--- src/rtl/gpio_bank_pkg.sv ---
// Register map, bus write-size encodings and the byte-lane mask helper shared by tinyQV peripherals.
package gpio_bank_pkg;

   localparam int unsigned GPIO_ADDR_W = 3;
   localparam int unsigned GPIO_DATA_W = 32;

   localparam logic [GPIO_ADDR_W-1:0] GPIO_REG_OUT      = 3'd0;
   localparam logic [GPIO_ADDR_W-1:0] GPIO_REG_IN       = 3'd1;
   localparam logic [GPIO_ADDR_W-1:0] GPIO_REG_OUT_SEL  = 3'd2;
   localparam logic [GPIO_ADDR_W-1:0] GPIO_REG_IRQ_EN   = 3'd3;
   localparam logic [GPIO_ADDR_W-1:0] GPIO_REG_RISE_EN  = 3'd4;
   localparam logic [GPIO_ADDR_W-1:0] GPIO_REG_FALL_EN  = 3'd5;
   localparam logic [GPIO_ADDR_W-1:0] GPIO_REG_PEND     = 3'd6;
   localparam logic [GPIO_ADDR_W-1:0] GPIO_REG_DEBOUNCE = 3'd7;

   typedef enum logic [1:0] {
      WR_BYTE = 2'b00,
      WR_HALF = 2'b01,
      WR_WORD = 2'b10,
      WR_NONE = 2'b11
   } wr_size_e;

   // Bits of the 32-bit write word that a given access size is allowed to touch.
   function automatic logic [GPIO_DATA_W-1:0] write_mask(input logic [1:0] write_n);
      logic [GPIO_DATA_W-1:0] mask;
      case (wr_size_e'(write_n))
         WR_BYTE: mask = 32'h0000_00FF;
         WR_HALF: mask = 32'h0000_FFFF;
         WR_WORD: mask = 32'hFFFF_FFFF;
         default: mask = 32'h0000_0000;
      endcase
      return mask;
   endfunction

endpackage

--- src/rtl/gpio_pin_filter.sv ---
// Per-pin input path: synchroniser, optional debounce (GPIO_DEBOUNCE_EN), prev flop and qualified edges.
module gpio_pin_filter
   import gpio_bank_pkg::*;
#(
   parameter int unsigned SYNC_STAGES = 2
) (
   input  logic clk,
   input  logic rstn,
   input  logic pin,
   input  logic arm,
   input  logic rise_en,
   input  logic fall_en,
`ifdef GPIO_DEBOUNCE_EN
   input  logic tick,
   input  logic debounce_on,
`endif
   output logic filt_c,
   output logic rise_c,
   output logic fall_c
);

   logic [SYNC_STAGES-1:0] sync_q;
   logic                   sync_bit;
   logic                   prev_q;

   assign sync_bit = sync_q[SYNC_STAGES-1];

   always_ff @(posedge clk) begin
      if (!rstn) begin
         sync_q <= '0;
         prev_q <= 1'b0;
      end else begin
         sync_q <= {sync_q[SYNC_STAGES-2:0], pin};
         prev_q <= filt_c;
      end
   end

`ifdef GPIO_DEBOUNCE_EN
   logic       stable_q;
   logic [1:0] stab_cnt_q;

   // Accept a new level only after three consecutive ticks disagree with the held one.
   always_ff @(posedge clk) begin
      if (!rstn) begin
         stable_q   <= 1'b0;
         stab_cnt_q <= 2'd0;
      end else if (!debounce_on) begin
         stable_q   <= sync_bit;
         stab_cnt_q <= 2'd0;
      end else if (tick) begin
         if (sync_bit == stable_q) begin
            stab_cnt_q <= 2'd0;
         end else if (stab_cnt_q == 2'd2) begin
            stable_q   <= sync_bit;
            stab_cnt_q <= 2'd0;
         end else begin
            stab_cnt_q <= stab_cnt_q + 2'd1;
         end
      end
   end

   assign filt_c = debounce_on ? stable_q : sync_bit;
`else
   assign filt_c = sync_bit;
`endif

   assign rise_c = arm & rise_en &  filt_c & ~prev_q;
   assign fall_c = arm & fall_en & ~filt_c &  prev_q;

endmodule

--- src/rtl/gpio_bank.sv ---
// tinyQV GPIO bank: output muxing, synchronised inputs, sticky edge interrupts.
// Optional input debounce is built when GPIO_DEBOUNCE_EN is defined.
module gpio_bank
   import gpio_bank_pkg::*;
#(
   parameter int unsigned NUM_PINS    = 8,
   parameter int unsigned SYNC_STAGES = 2
) (
   input  logic                   clk,
   input  logic                   rstn,
   input  logic                   sel,
   input  logic [2:0]             addr,
   input  logic [1:0]             write_n,
   input  logic [31:0]            data_in,
   output logic [31:0]            data_out,
   input  logic [NUM_PINS-1:0]    pin_in,
   input  logic [NUM_PINS-1:0]    periph_out,
   output logic [NUM_PINS-1:0]    pin_out,
   output logic                   irq
);

   localparam logic [2:0] ARM_CYC = 3'(SYNC_STAGES + 1);

   logic [NUM_PINS-1:0] out_q, out_sel_q, irq_en_q, rise_en_q, fall_en_q, pend_q;
   logic [NUM_PINS-1:0] filt, rise, fall;
   logic [NUM_PINS-1:0] wmask, wbits, pend_clr;
   logic [31:0]         wmask_full;
   logic                wr_en;
   logic [2:0]          arm_cnt_q;
   logic                armed;
   logic                unused_bits;

   assign wr_en      = sel && (wr_size_e'(write_n) != WR_NONE);
   assign wmask_full = write_mask(write_n);
   assign wmask      = NUM_PINS'(wmask_full);
   assign wbits      = NUM_PINS'(data_in) & wmask;
   assign pend_clr   = (wr_en && addr == GPIO_REG_PEND) ? wbits : '0;
   assign unused_bits = ^{data_in, wmask_full};

   // Hold off edge detection until the synchronisers have flushed after reset.
   assign armed = (arm_cnt_q == ARM_CYC);

   always_ff @(posedge clk) begin
      if (!rstn) begin
         arm_cnt_q <= 3'd0;
      end else if (!armed) begin
         arm_cnt_q <= arm_cnt_q + 3'd1;
      end
   end

`ifdef GPIO_DEBOUNCE_EN
   logic [7:0] debounce_q, tick_cnt_q;
   logic       tick, debounce_on;

   assign debounce_on = (debounce_q != 8'd0);
   assign tick        = (tick_cnt_q == debounce_q);

   // Tick divider; a DEBOUNCE write restarts the period.
   always_ff @(posedge clk) begin
      if (!rstn) begin
         debounce_q <= 8'd0;
         tick_cnt_q <= 8'd0;
      end else if (wr_en && addr == GPIO_REG_DEBOUNCE) begin
         debounce_q <= (debounce_q & ~wmask_full[7:0]) | (data_in[7:0] & wmask_full[7:0]);
         tick_cnt_q <= 8'd0;
      end else if (tick) begin
         tick_cnt_q <= 8'd0;
      end else begin
         tick_cnt_q <= tick_cnt_q + 8'd1;
      end
   end
`endif

   for (genvar i = 0; i < NUM_PINS; i++) begin : g_pin
      gpio_pin_filter #(
         .SYNC_STAGES (SYNC_STAGES)
      ) u_filter (
         .clk         (clk),
         .rstn        (rstn),
         .pin         (pin_in[i]),
         .arm         (armed),
         .rise_en     (rise_en_q[i]),
         .fall_en     (fall_en_q[i]),
`ifdef GPIO_DEBOUNCE_EN
         .tick        (tick),
         .debounce_on (debounce_on),
`endif
         .filt_c      (filt[i]),
         .rise_c      (rise[i]),
         .fall_c      (fall[i])
      );
   end

   // Register writes; a new edge beats a same-cycle W1C on PEND.
   always_ff @(posedge clk) begin
      if (!rstn) begin
         out_q     <= '0;
         out_sel_q <= '0;
         irq_en_q  <= '0;
         rise_en_q <= '0;
         fall_en_q <= '0;
         pend_q    <= '0;
      end else begin
         if (wr_en) begin
            case (addr)
               GPIO_REG_OUT:     out_q     <= (out_q     & ~wmask) | wbits;
               GPIO_REG_OUT_SEL: out_sel_q <= (out_sel_q & ~wmask) | wbits;
               GPIO_REG_IRQ_EN:  irq_en_q  <= (irq_en_q  & ~wmask) | wbits;
               GPIO_REG_RISE_EN: rise_en_q <= (rise_en_q & ~wmask) | wbits;
               GPIO_REG_FALL_EN: fall_en_q <= (fall_en_q & ~wmask) | wbits;
               default: ;
            endcase
         end
         pend_q <= (pend_q & ~pend_clr) | rise | fall;
      end
   end

   always_comb begin
      data_out = '0;
      case (addr)
         GPIO_REG_OUT:      data_out = 32'(out_q);
         GPIO_REG_IN:       data_out = 32'(filt);
         GPIO_REG_OUT_SEL:  data_out = 32'(out_sel_q);
         GPIO_REG_IRQ_EN:   data_out = 32'(irq_en_q);
         GPIO_REG_RISE_EN:  data_out = 32'(rise_en_q);
         GPIO_REG_FALL_EN:  data_out = 32'(fall_en_q);
         GPIO_REG_PEND:     data_out = 32'(pend_q);
`ifdef GPIO_DEBOUNCE_EN
         GPIO_REG_DEBOUNCE: data_out = 32'(debounce_q);
`else
         GPIO_REG_DEBOUNCE: data_out = '0;
`endif
      endcase
   end

   assign pin_out = (out_q & out_sel_q) | (periph_out & ~out_sel_q);
   assign irq     = |(pend_q & irq_en_q);

endmodule

--- config.mk ---
export PLATFORM = sky130hd
export DESIGN_NAME = gpio_bank
export DESIGN_NICKNAME = d
export VERILOG_FILES = /design/src/rtl/gpio_bank_pkg.sv /design/src/rtl/gpio_pin_filter.sv /design/src/rtl/gpio_bank.sv
export SDC_FILE = /design/constraint.sdc
export NUM_CORES = 1
export LEC_CHECK = 0
export ABC_AREA = 1
export CAP_MARGIN = 30
export CORE_MARGIN = 3
export CORE_UTILIZATION = 45
export DETAILED_ROUTE_END_ITERATION = 12
export PLACE_DENSITY = 0.75
export SYNTH_ARGS = -nofsm -noshare
export SYNTH_HDL_FRONTEND = slang
export SYNTH_HIERARCHICAL = 1
export SYNTH_SLANG_ARGS = --single-unit
--- constraint.sdc ---
create_clock -name clk -period 1.9 [get_ports clk]
set_input_delay 0.38 -clock clk [delete_from_list [all_inputs] [get_ports clk]]
set_output_delay 0.38 -clock clk [all_outputs]
set_load 0.01 [all_outputs]
==> key figures, run 1 <==
Run status
  • Status: complete, no violations

Flow run
  • MaxCap Viol Count: 0

Place
  • DP HPWL: ~6500 µm
  • I/O Buffers: 48
  • RD Place Congestion: about 0.86

Setup path
  • Max incr delay on CP: 0.28 ns
  • FF-to-FF setup slack: approximately 0.39 ns
  • Worst EP required: about 1.5 ns
  • Kind of critical path: primary input to output pin
  • Startpoint Class: primary input
  • Stages on worst setup path: 8
  • Crit-path cells: buf_2 > inv_2 > buf_4 > nand2_4 > clkinvlp_4 > nand2_1 > nand3_1 > dlygate4sd2_1
  • CP Capture Type: output pin
  • Reg2Reg Launch Point: arm_cnt_q[0]$_SDFFE_PN0N_
  • Reg2Reg Depth: 7
  • Crit path max fanout: 8
  • Critical-path top delay cell: dlygate4sd2_1
  • Worst Path Arrival: 1.48 ns
  • Family with the most delay on the worst path: buffers and inverters
  • Reg2reg end: pend_q[2]$_SDFF_PN0_
  • Buf+Inv Stages, Crit Path: 5

Power and ir drop
  • Peak supply drop: around 0.00039 V
  • Leak Pwr: a little over 2 nW
  • Post-route total power: 3.32 mW
  • Power per standard cell area: between 700 and 800 mW/mm²

Clocking
  • Clock Pin Slew Worst Setup and Hold Paths: 0.07 ns
  • H-tree Lvls: 3
  • Num CTS Buffers: 9
  • Clk sinks: 75
  • TritonCTS clock tree: built
  • Worst-Skew Late Latency: between 0.3 and 0.4 ns
  • Clock buffer depth: 2
  • Root Buffer: clkbuf_8

Global routing
  • All-Layer GR Usage: 0.199
  • Vias in the first global route: ~3,200
  • First-pass GRT wire length: about 14,000 µm
  • Antenna violations before repair: 0
  • Remaining Overflow, GRT: 0
  • Largest net degree at the start of global routing: 35

Synth
  • Register area share after synthesis: 0.413
  • Synth Area in XOR/XNOR: 0
  • Ys Warns: 6
  • Library cells used by synthesis: 20
  • Cells taking the most area after synthesis: dfxtp_1 (41%), nor2_1 (14%), nand2_1 (11%)
  • Main synth FF type: dfxtp_1
  • Post-Synthesis Cells: about 540
  • Synth cell count leaders: nor2_1 (140), nand2_1 (106), dfxtp_1 (75)
  • Combinational family with the most area after synthesis: simple AND/OR/NAND/NOR gates
  • Synth async-reset ratio: 0
  • Post-synthesis adder-cell area fraction: 0.00689
  • Post-Syn Area: approximately 0.0036 mm²
  • Synth Area in Compound Gates: 0.0937
  • Post-synthesis simple-gate area fraction: 0.321
  • Mean post-synth cell area: about 6.8 µm²
  • Synth area leader: dfxtp_1
  • Post-synth EDFFs: 0
  • Count leader, synth: nor2_1
  • Post-synthesis mux area share: 0.0248
  • Post-synth top area share: 0.413
  • Yosys reg bits: between 70 and 80

Worst hold path
  • Worst Hold Depth: 2
  • Hold EP: g_pin[3].u_filter/sync_q[1]$_SDFF_PN0_
  • Hold Path Class: flop to flop
  • Hold Startpoint: g_pin[3].u_filter/sync_q[0]$_SDFF_PN0_

Floorplanning
  • Die X: between 90 and 100 µm
  • FP Rows: 32
  • Die H: 95.8 µm
  • Die area: slightly above 0.009 mm²
  • IO Pins: 97
  • Core box area: roughly 0.008 mm²
  • Initial core utilization: 0.468

Route
  • Vias per cell: approximately 4.7
  • Via count: roughly 3,400
  • Wirelength, routed: approximately 8600 µm
  • Iteration-0 DRC Markers: around 150
  • Drt wl/cell: 12.0 µm
  • DRC: 0
  • DRT antenna net count: 0
  • DRT Pass-1 Iters: 5

STA
  • Tmin final: between 1.5 and 2 ns
  • Count of final setup violators: 0
  • Final worst-path cycle share: 0.976
  • FMAX: between 500 and 600 MHz
  • Clock skew: ~0.0099 ns
  • Final Hold Fails: 0
  • Unrepaired setup endpoints after global routing: true
  • Max-slew violations: 0

Final layout
  • Nets: 667
  • Number of diodes: 0
  • Layout Utilization: 0.579
  • Layout cells sized above 1: 0.132
  • Area grow syn2layout: 23.8%
[worst register-to-register path, cell delays in order (launching register included)]
cell	delay [ns]
dfxtp_1	0.35
ha_1	0.15
ha_1	0.33
buf_4	0.24
nand2_1	0.07
nor2_1	0.10
nor2_1	0.06
a21oi_1	0.13
[kinds of logic (layout without fill, tap and decap cells)]
| logic type | after synthesis | count (layout) |
|---|---|---|
| DFF | 75 | 75 |
| adders and majority gates | 2 | 2 |
| muxes | 8 | 8 |
| and+or+nand+nor | 278 | 278 |
| buffers and inverters | 108 | 162 |
| AOI/OAI and AO/OA | 65 | 65 |
| other | 1 | 24 |
[how the worst max path moves through the flow]
stage                  endpoint          start  slack [ns]
global placement    data_out[6]        addr[1]       -0.67
floorplan           data_out[0]        addr[0]        0.36
finish              data_out[6]        addr[2]        0.04
global route        data_out[7]        addr[2]       -0.01
detailed placement  data_out[6]        addr[0]       -0.69
CTS                  pin_out[6]  periph_out[6]     0.00003
[stage by stage]
step,area [µm²],worst slack (ns),std cells,hold slack (ns),setup TNS (ns)
4_1_cts,4490,0.0000348,715,0.415,0
3_5_place_dp,4260,-0.690,697,0.397,-6.53
3_3_place_gp,4260,-0.668,697,0.393,-5.74
5_1_grt,4500,-0.0127,716,0.435,-0.0227
2_1_floorplan,3720,0.359,560,0.390,0
6_report,4500,0.0448,716,0.413,0
[cell type report]
class                   count  area (µm²)
clock buffers              12         155
multi-input cells         377        1740
well taps                 102         128
flip-flops and latches     75        1510
clock inverters             4        48.8
inverters                  78         298
fillers                   719        3270
repair buffers             68         624
[per-layer routing]
| metal | track usage | wire [µm] | vias up |
|---|---|---|---|
| met5 | 0 | 0 | - |
| met3 | 0.0477 | 561 | 16 |
| met4 | 0.0948 | 150 | 0 |
| met1 | 0.229 | 3760 | 1505 |
| met2 | 0.344 | 4130 | 120 |
| li1 | - | - | 1734 |
[power by group]
group          internal, mW  leakage (nW)  switching [mW]
registers              1.63         0.613          0.0405
logic                 0.168          1.35           0.222
clock network         0.677         0.106           0.585
[cells in the final DEF, fill, tap and decap left out, types with 3 or more instances in the layout]
cell	synthesis	final
nor2_1	140	140
nand2_1	106	102
dfxtp_1	75	71
inv_1	74	70
o21ai_0	51	47
clkdlybuf4s50_1	0	27
conb_1	1	24
buf_4	26	19
nand3_1	18	18
clkbuf_8	0	11
a21oi_1	10	10
mux2_2	8	8
dlygate4sd2_1	0	8
inv_2	3	6
nand2_2	2	6
nor2_4	6	6
o21ai_1	0	4
a22o_1	4	4
dfxtp_2	0	4
clkbuf_2	0	4
dlymetal6s2s_1	0	4
nand2_4	3	3
clkinv_2	1	3
[what timing repair did]
item,in CTS,in global routing
resized for setup,45,16
hold buffers,0,0
setup buffers,2,1
hold endpoints to repair,0,0
setup endpoints to repair,17,11
pin swaps,1,2
Power figures use the tool's default switching activity.
==> run 2, diff against run 1 <==
--- a/config.mk
+++ b/config.mk
@@ -5,11 +5,11 @@
 export SDC_FILE = /design/constraint.sdc
 export NUM_CORES = 1
 export LEC_CHECK = 0
-export ABC_AREA = 1
 export CAP_MARGIN = 30
 export CORE_MARGIN = 3
 export CORE_UTILIZATION = 45
 export DETAILED_ROUTE_END_ITERATION = 12
+export MAX_ROUTING_LAYER = met4
 export PLACE_DENSITY = 0.75
 export SYNTH_ARGS = -nofsm -noshare
 export SYNTH_HDL_FRONTEND = slang
==> run 2 against run 1 <==
Net effect: sequential power hardly changed; register-to-register slack worse by 0.17 ns; power is 1.1% higher; maximum frequency is 0.45% lower; first-iteration DRC count is 16% lower; global-route usage is 0.59 points lower; hold slack better by 0.019 ns; die area is 0.42% lower; synthesized cell count is 35% lower; critical endpoint is now data_out[0]; largest cell class unchanged; largest power group unchanged.
==> key figures, run 2 <==
Final layout
  • Layout Utilization: 0.596 (was 0.579)
  • Area of the multi-input gates: 0.00198 mm² (was 0.00174 mm²)
  • Nets: 483 (was 667)
  • Area grow syn2layout: 27.9% (was 23.8%)
  • Number of fill cells: 675 (was 719)
  • Most common cell after layout, fill and taps aside: dfxtp_1 (was nor2_1)
  • Layout cells sized above 1: 0.244 (was 0.132)
  • Number of diodes: 0 (unchanged)
  • Fin area: 0.00463 mm² (was 0.00450 mm²)
  • Most frequent cells in the layout: dfxtp_1 (63), mux2i_1 (47), nor2b_1 (44), clkdlybuf4s50_1 (27), conb_1 (24) (was nor2_1 (140), nand2_1 (102), dfxtp_1 (71), inv_1 (70), o21ai_0 (47))
  • Final non-filler cell total: 532 (was 716)
  • FF+latch area: 0.00152 mm² (was 0.00151 mm²)

Place
  • Post-Place Worst Slack: -0.767 ns (was -0.690 ns)
  • Dpl cells: 513 (was 697)
  • DP Area: 0.00432 mm² (was 0.00426 mm²)
  • I/O Buffers: 48 (unchanged)
  • RD Place Congestion: 0.858 (was 0.860)
  • DP HPWL: 6020 µm (was 6460 µm)

Worst hold path
  • Hold Path Class: flop to flop (unchanged)

Setup path
  • Critical-path top delay cell: dfxtp_2 (was dlygate4sd2_1)
  • Startpoint Class: flop (was primary input)
  • Worst EP required: 1.52 ns (about the same)
  • Max incr delay on CP: 0.34 ns (was 0.28 ns)
  • Crit-path cells: mux2_4 > a222oi_1 > nor2_1 > buf_2 (was buf_2 > inv_2 > buf_4 > nand2_4 > clkinvlp_4 > nand2_1 > nand3_1 > dlygate4sd2_1)
  • Kind of critical path: flop to output pin (was primary input to output pin)
  • Buf+Inv Stages, Crit Path: 1 (was 5)
  • Crit path max fanout: 3 (was 8)
  • Family with the most delay on the worst path: flip-flops (was buffers and inverters)
  • Worst Path Arrival: 1.48 ns (about the same)
  • CP Capture Type: output pin (unchanged)

STA
  • Worst setup margin: 0.0364 ns (was 0.0448 ns)
  • Clock skew: 0.00718 ns (was 0.00994 ns)
  • Final Hold Fails: 0 (unchanged)
  • FMAX: 537 MHz (was 539 MHz)
  • Hold Worst Slack: 0.433 ns (was 0.413 ns)
  • Slew headroom: 0.572
  • TNS Setup: 0 ns (unchanged)
  • Worst Tran Pin Value: roughly 0.64 ns
  • Tmin final: 1.86 ns (about the same)
  • Final worst-path cycle share: 0.981 (was 0.976)
  • Unrepaired setup endpoints after global routing: true (unchanged)
  • Max-slew violations: 0 (unchanged)
  • Count of final setup violators: 0 (unchanged)

Route
  • DRC: 0 (unchanged)
  • DRT Pass-1 Iters: 4 (was 5)
  • Via count: 2,718 (was 3,375)
  • Wirelength, routed: 8320 µm (was 8600 µm)
  • Drt wl/cell: 15.6 µm (was 12.0 µm)
  • DRT antenna net count: 0 (unchanged)
  • Vias per cell: 5.11 (was 4.71)
  • Iteration-0 DRC Markers: 124 (was 147)

Synth
  • Post-Syn Area: 0.00362 mm² (was 0.00363 mm²)
  • Main synth FF type: dfxtp_1 (unchanged)
  • Synth cell count leaders: dfxtp_1 (75), mux2i_1 (48), nor2b_1 (46) (was nor2_1 (140), nand2_1 (106), dfxtp_1 (75))
  • Count leader, synth: dfxtp_1 (was nor2_1)
  • Ys Warns: 6 (unchanged)
  • Mean post-synth cell area: 10.3 µm² (was 6.76 µm²)
  • Synth async-reset ratio: 0 (unchanged)
  • Library cells used by synthesis: 41 (was 20)
  • Synth area leader: dfxtp_1 (unchanged)
  • Post-synth EDFFs: 0 (unchanged)
  • Post-synth top area share: 0.415 (was 0.413)
  • Yosys reg bits: 75 (unchanged)
  • Register area share after synthesis: 0.415 (was 0.413)
  • Cells taking the most area after synthesis: dfxtp_1 (42%), mux2i_1 (13%), nor2b_1 (8.0%) (was dfxtp_1 (41%), nor2_1 (14%), nand2_1 (11%))
  • Post-Synthesis Cells: 351 (was 537)

Clocking
  • H-tree Lvls: 3 (unchanged)
  • Clock Pin Slew Worst Setup and Hold Paths: 0.08 ns (was 0.07 ns)
  • Root Buffer: clkbuf_8 (unchanged)
  • Clock buffer depth: 2 (unchanged)
  • Worst-Skew Late Latency: 0.34 ns (was 0.35 ns)
  • Num CTS Buffers: 9 (unchanged)
  • TritonCTS clock tree: built (unchanged)
  • Clk sinks: 75 (unchanged)

Flow run
  • MaxCap Viol Count: 0 (unchanged)

Floorplanning
  • Die area: 0.00915 mm² (was 0.00919 mm²)
  • IO Pins: 97 (unchanged)
  • FP Rows: 32 (unchanged)
  • Die H: 95.6 µm (was 95.8 µm)
  • Initial core utilization: 0.466 (was 0.468)
  • Die X: 95.6 µm (was 95.8 µm)
  • Core box area: 0.00777 mm² (unchanged)

Global routing
  • Largest net degree at the start of global routing: 76 (was 35)
  • Vias in the first global route: 2,598 (was 3,178)
  • Remaining Overflow, GRT: 0 (unchanged)
  • First-pass GRT wire length: 13,100 µm (was 14,100 µm)
  • All-Layer GR Usage: 0.193 (was 0.199)
  • Antenna violations before repair: 0 (unchanged)

Run status
  • Status: complete, no violations (unchanged)

Power and ir drop
  • Power per standard cell area: 727 mW/mm² (was 739 mW/mm²)
  • Peak supply drop: 0.000459 V (was 0.000394 V)
  • Leak Pwr: 2.05 nW (was 2.07 nW)
  • Post-route total power: 3.36 mW (was 3.32 mW)
run 2: cell count changes after synthesis, sizes merged, moves of 27 or more:
cell | before | now
and2 | 0 | 27
inv | 77 | 6
mux2i | 0 | 48
nand2 | 111 | 7
nor2 | 147 | 8
nor2b | 0 | 49
o21ai | 51 | 7
run 2: worst paths after layout:
path,from,endpoint,slack (ns),depth (start not counted)
min,g_pin[6].u_filter/sync_q[0]$_SDFF_PN0_,g_pin[6].u_filter/sync_q[1]$_SDFF_PN0_,0.43,1
max,flop,data_out[0],0.04,4
max reg2reg,arm_cnt_q[0]$_SDFFE_PN0N_,pend_q[3]$_SDFF_PN0_,0.22,4
min reg2reg,g_pin[6].u_filter/sync_q[0]$_SDFF_PN0_,g_pin[6].u_filter/sync_q[1]$_SDFF_PN0_,0.43,1
run 2: area by class of cell:
type | instances | area share
flip-flops and latches | 75 | 0.328
inverters | 6 | 0.00487
clock inverters | 5 | 0.0130
clock buffers | 11 | 0.0327
multi-input cells | 255 | 0.428
repair buffers | 78 | 0.166
well taps | 102 | 0.0276
run 2: repair_timing:
item,4_1_cts,5_1_grt
setup endpoints to repair,17,12
buffers inserted,3,2
pin swaps,9,9
gates resized for setup,65,28
hold buffers,0,0
run 2: power breakdown:
group | internal [mW] | leakage (nW) | switching [mW] | total (mW)
registers | 1.62 | 0.616 | 0.0318 | 1.65
logic | 0.229 | 1.33 | 0.205 | 0.433
clock network | 0.683 | 0.106 | 0.593 | 1.28
total | 2.53 | 2.05 | 0.829 | 3.36
run 2: cells by family (layout without fill, tap and decap cells):
| group | Yosys count | after routing | share of synthesized area |
|---|---|---|---|
| AO/OA/AOI/OAI | 50 | 50 | 0.106 |
| buffers and inverters | 44 | 100 | 0.0785 |
| multiplexers | 58 | 58 | 0.164 |
| other | 1 | 24 | 0.00104 |
| flip-flops | 75 | 75 | 0.415 |
| AND/OR/NAND/NOR | 120 | 120 | 0.226 |
| adder cells (fa/ha/maj) | 2 | 2 | 0.00692 |
| XOR/XNOR | 1 | 1 | 0.00242 |
run 2: layer usage:
| layer | vias up | track usage | share of wire |
|---|---|---|---|
| met2 | 79 | 0.289 | 0.45 |
| met1 | 1279 | 0.258 | 0.48 |
| met4 | 0 | 0.0711 | 0.013 |
| met3 | 9 | 0.0363 | 0.057 |
| li1 | 1351 | - | - |
| met5 | - | - | 0 |
==> run 3, diff against run 2 <==
--- a/config.mk
+++ b/config.mk
@@ -10,7 +10,7 @@
 export CORE_UTILIZATION = 45
 export DETAILED_ROUTE_END_ITERATION = 12
 export MAX_ROUTING_LAYER = met4
-export PLACE_DENSITY = 0.75
+export PLACE_DENSITY = 0.72
 export SYNTH_ARGS = -nofsm -noshare
 export SYNTH_HDL_FRONTEND = slang
 export SYNTH_HIERARCHICAL = 1
==> run 3 against run 2 <==
Net effect: cell count rose by 0.75%; routed wire length rose by 3.1%; design area fell by 0.38%; sequential share of layout area rose by 0.098 points; clock skew rose by 0.0032 ns; non-clock buffer count rose by 4; flip-flop and latch count did not move; sequential power barely moved; clock power barely moved; core utilization fell by 0.23 points; hold slack improved by 0.0038 ns; largest cell class unchanged; highest routed layer unchanged.
==> key figures, run 3 (synthesis gave the netlist of run 2 again) <==
Clocking
  • Worst-Skew Late Latency: 0.37 ns (was 0.34 ns)
  • TritonCTS clock tree: built (unchanged)
  • Clock Pin Slew Worst Setup and Hold Paths: 0.08 ns (about the same)
  • Num CTS Buffers: 9 (unchanged)
  • Clk sinks: 75 (unchanged)
  • Post-CTS Hold Buffers: 0 (unchanged)
  • H-tree Lvls: 3 (unchanged)
  • Root Buffer: clkbuf_8 (unchanged)
  • Clock buffer depth: 2 (unchanged)

STA
  • Final Hold Fails: 0 (unchanged)
  • Worst Tran Pin Value: 0.671 ns (was 0.643 ns)
  • Unrepaired setup endpoints after global routing: true (unchanged)
  • Final worst-path cycle share: 0.993 (was 0.981)
  • Slew headroom: 0.553 (was 0.572)
  • Tmin final: 1.89 ns (was 1.86 ns)
  • Max-slew violations: 0 (unchanged)
  • Clock skew: 0.0104 ns (was 0.00718 ns)
  • FMAX: 530 MHz (was 537 MHz)
  • Count of final setup violators: 0 (unchanged)

Final layout
  • Number of diodes: 0 (unchanged)
  • Final non-filler cell total: 536 (was 532)
  • Layout cells sized above 1: 0.249 (was 0.244)
  • Most frequent cells in the layout: dfxtp_1 (64), mux2i_1 (48), nor2b_1 (46), clkdlybuf4s50_1 (27), buf_4 (26) (was dfxtp_1 (63), mux2i_1 (47), nor2b_1 (44), clkdlybuf4s50_1 (27), conb_1 (24))
  • Area grow syn2layout: 27.4% (was 27.9%)
  • Nets: 487 (was 483)
  • Most common cell after layout, fill and taps aside: dfxtp_1 (unchanged)
  • Fin area: 0.00461 mm² (was 0.00463 mm²)
  • Number of fill cells: 691 (was 675)

Power and ir drop
  • Sw frac: 0.269 (was 0.247)
  • Peak supply drop: 0.000437 V (was 0.000459 V)
  • Comb pwr share: 0.128 (was 0.129)
  • Sequential share of power: 0.488 (was 0.492)
  • Cell Int Power: 2.48 mW (was 2.53 mW)
  • Leak Pwr: 1.99 nW (was 2.05 nW)
  • Power per standard cell area: 735 mW/mm² (was 727 mW/mm²)
  • Net Sw Power: 0.910 mW (was 0.829 mW)
  • Clk pwr share: 0.384 (was 0.379)
  • Post-route total power: 3.39 mW (was 3.36 mW)

Route
  • DRC: 0 (unchanged)
  • DRT antenna net count: 0 (unchanged)
  • Vias per cell: 5.11 (about the same)
  • DRT Pass-1 Iters: 4 (unchanged)
  • Via count: 2,739 (was 2,718)
  • Wirelength, routed: 8580 µm (was 8320 µm)
  • Iteration-0 DRC Markers: 118 (was 124)
  • Top sig layer: met4 (unchanged)
  • Drt wl/cell: 16.0 µm (was 15.6 µm)
  • Metal3 WL: 459 µm (was 477 µm)
  • DRT met1 WL: 4220 µm (was 3990 µm)
  • Metal2 WL: 3790 µm (was 3740 µm)

Setup path
  • Crit path max fanout: 6 (was 3)
  • Startpoint Class: primary input (was flop)
  • Kind of critical path: primary input to output pin (was flop to output pin)
  • CP Capture Type: output pin (unchanged)
  • Worst Path Arrival: 1.51 ns (was 1.48 ns)
  • Worst EP required: 1.52 ns (about the same)

Global routing
  • Largest net degree at the start of global routing: 76 (unchanged)
  • Vias in the first global route: 2,623 (was 2,598)
  • First-pass GRT wire length: 13,600 µm (was 13,100 µm)
  • Remaining Overflow, GRT: 0 (unchanged)
  • Antenna violations before repair: 0 (unchanged)
  • All-Layer GR Usage: 0.206 (was 0.193)

Floorplanning
  • IO Pins: 97 (unchanged)
  • Die H: 95.6 µm (unchanged)
  • Core box area: 0.00777 mm² (unchanged)
  • Initial core utilization: 0.466 (unchanged)
  • FP Rows: 32 (unchanged)
  • Die area: 0.00915 mm² (unchanged)
  • Die X: 95.6 µm (unchanged)

Place
  • RD Place Congestion: 0.914 (was 0.858)
  • DP HPWL: 6280 µm (was 6020 µm)
  • I/O Buffers: 48 (unchanged)
  • Dpl cells: 517 (was 513)
  • DP Area: 0.00435 mm² (was 0.00432 mm²)

Worst hold path
  • Hold Path Class: flop to flop (unchanged)

Run status
  • Status: complete, no violations (unchanged)

Flow run
  • MaxCap Viol Count: 0 (unchanged)
run 3: cell count changes in the layout (fill, tap and decap cells not counted), moves of 2 or more:
| cell | before | now |
|---|---|---|
| buf_4 | 20 | 26 |
| dlymetal6s2s_1 | 6 | 0 |
| dlygate4sd2_1 | 3 | 8 |
| buf_2 | 9 | 7 |
| clkbuf_2 | 0 | 2 |
| clkbuf_8 | 11 | 9 |
| clkinvlp_4 | 1 | 3 |
| inv_1 | 6 | 4 |
| inv_6 | 1 | 3 |
| nor2b_1 | 44 | 46 |
| nor3_1 | 3 | 1 |
| nor3_2 | 0 | 2 |
run 3: worst paths after layout:
check / start / end / slack (ns) / depth (start not counted)
worst max register to register: arm_cnt_q[0]$_SDFFE_PN0N_ / pend_q[4]$_SDFF_PN0_ / 0.22 / 4
worst max-delay path: addr[2] / data_out[1] / 0.01 / 6
worst min register to register: g_pin[7].u_filter/sync_q[0]$_SDFF_PN0_ / g_pin[7].u_filter/sync_q[1]$_SDFF_PN0_ / 0.44 / 1
worst min-delay path: g_pin[7].u_filter/sync_q[0]$_SDFF_PN0_ / g_pin[7].u_filter/sync_q[1]$_SDFF_PN0_ / 0.44 / 1
run 3: what timing repair did:
item                                    CTS  global route
setup buffers                             2             1
endpoints found under the setup margin   24             7
hold endpoints to repair                  0             0
resized for setup                        76            11
pin swaps                                 7             4
run 3: power by group through the flow:
stage	Clock (mW)	Combinational [mW]	Sequential, mW
floorplan	0	0.262	1.68
detailed placement	0	0.434	1.69
CTS	1.32	0.433	1.65
finish	1.30	0.435	1.65
global placement	0	0.428	1.69
global route	1.39	0.482	1.66
run 3: final cells by class:
cell class | instances | area (µm²) | share of cell area
Clock inverter | 7 | 82.6 | 0.0179
Timing Repair Buffer | 82 | 768 | 0.167
Clock buffer | 9 | 124 | 0.0269
Sequential cell | 75 | 1520 | 0.329
Multi-Input combinational cell | 255 | 1960 | 0.426
Tap cell | 102 | 128 | 0.0277
Inverter | 6 | 26.3 | 0.00570
run 3: worst max-delay path, cell delays in order:
cell and delay (ns):
buf_4 0.14, nor2b_4 0.13, and2_4 0.16, a32o_1 0.20, o32a_1 0.35, buf_2 0.15
run 3: layer usage:
layer	up-vias	global-route usage
met4	0	0.0640
met3	11	0.0466
met5	-	-
met1	1304	0.285
li1	1362	-
met2	62	0.298
run 3: metrics by stage:
step,hold slack (ns),setup TNS [ns],utilization,setup WS [ns]
6_report,0.436,0,0.593,0.0139
5_1_grt,0.456,-0.128,0.593,-0.0536
4_1_cts,0.441,-0.0154,0.592,-0.0114
3_5_place_dp,0.418,-14.62,0.560,-0.857
3_3_place_gp,0.414,-13.79,0.560,-0.815
2_1_floorplan,0.412,0,-,0.192
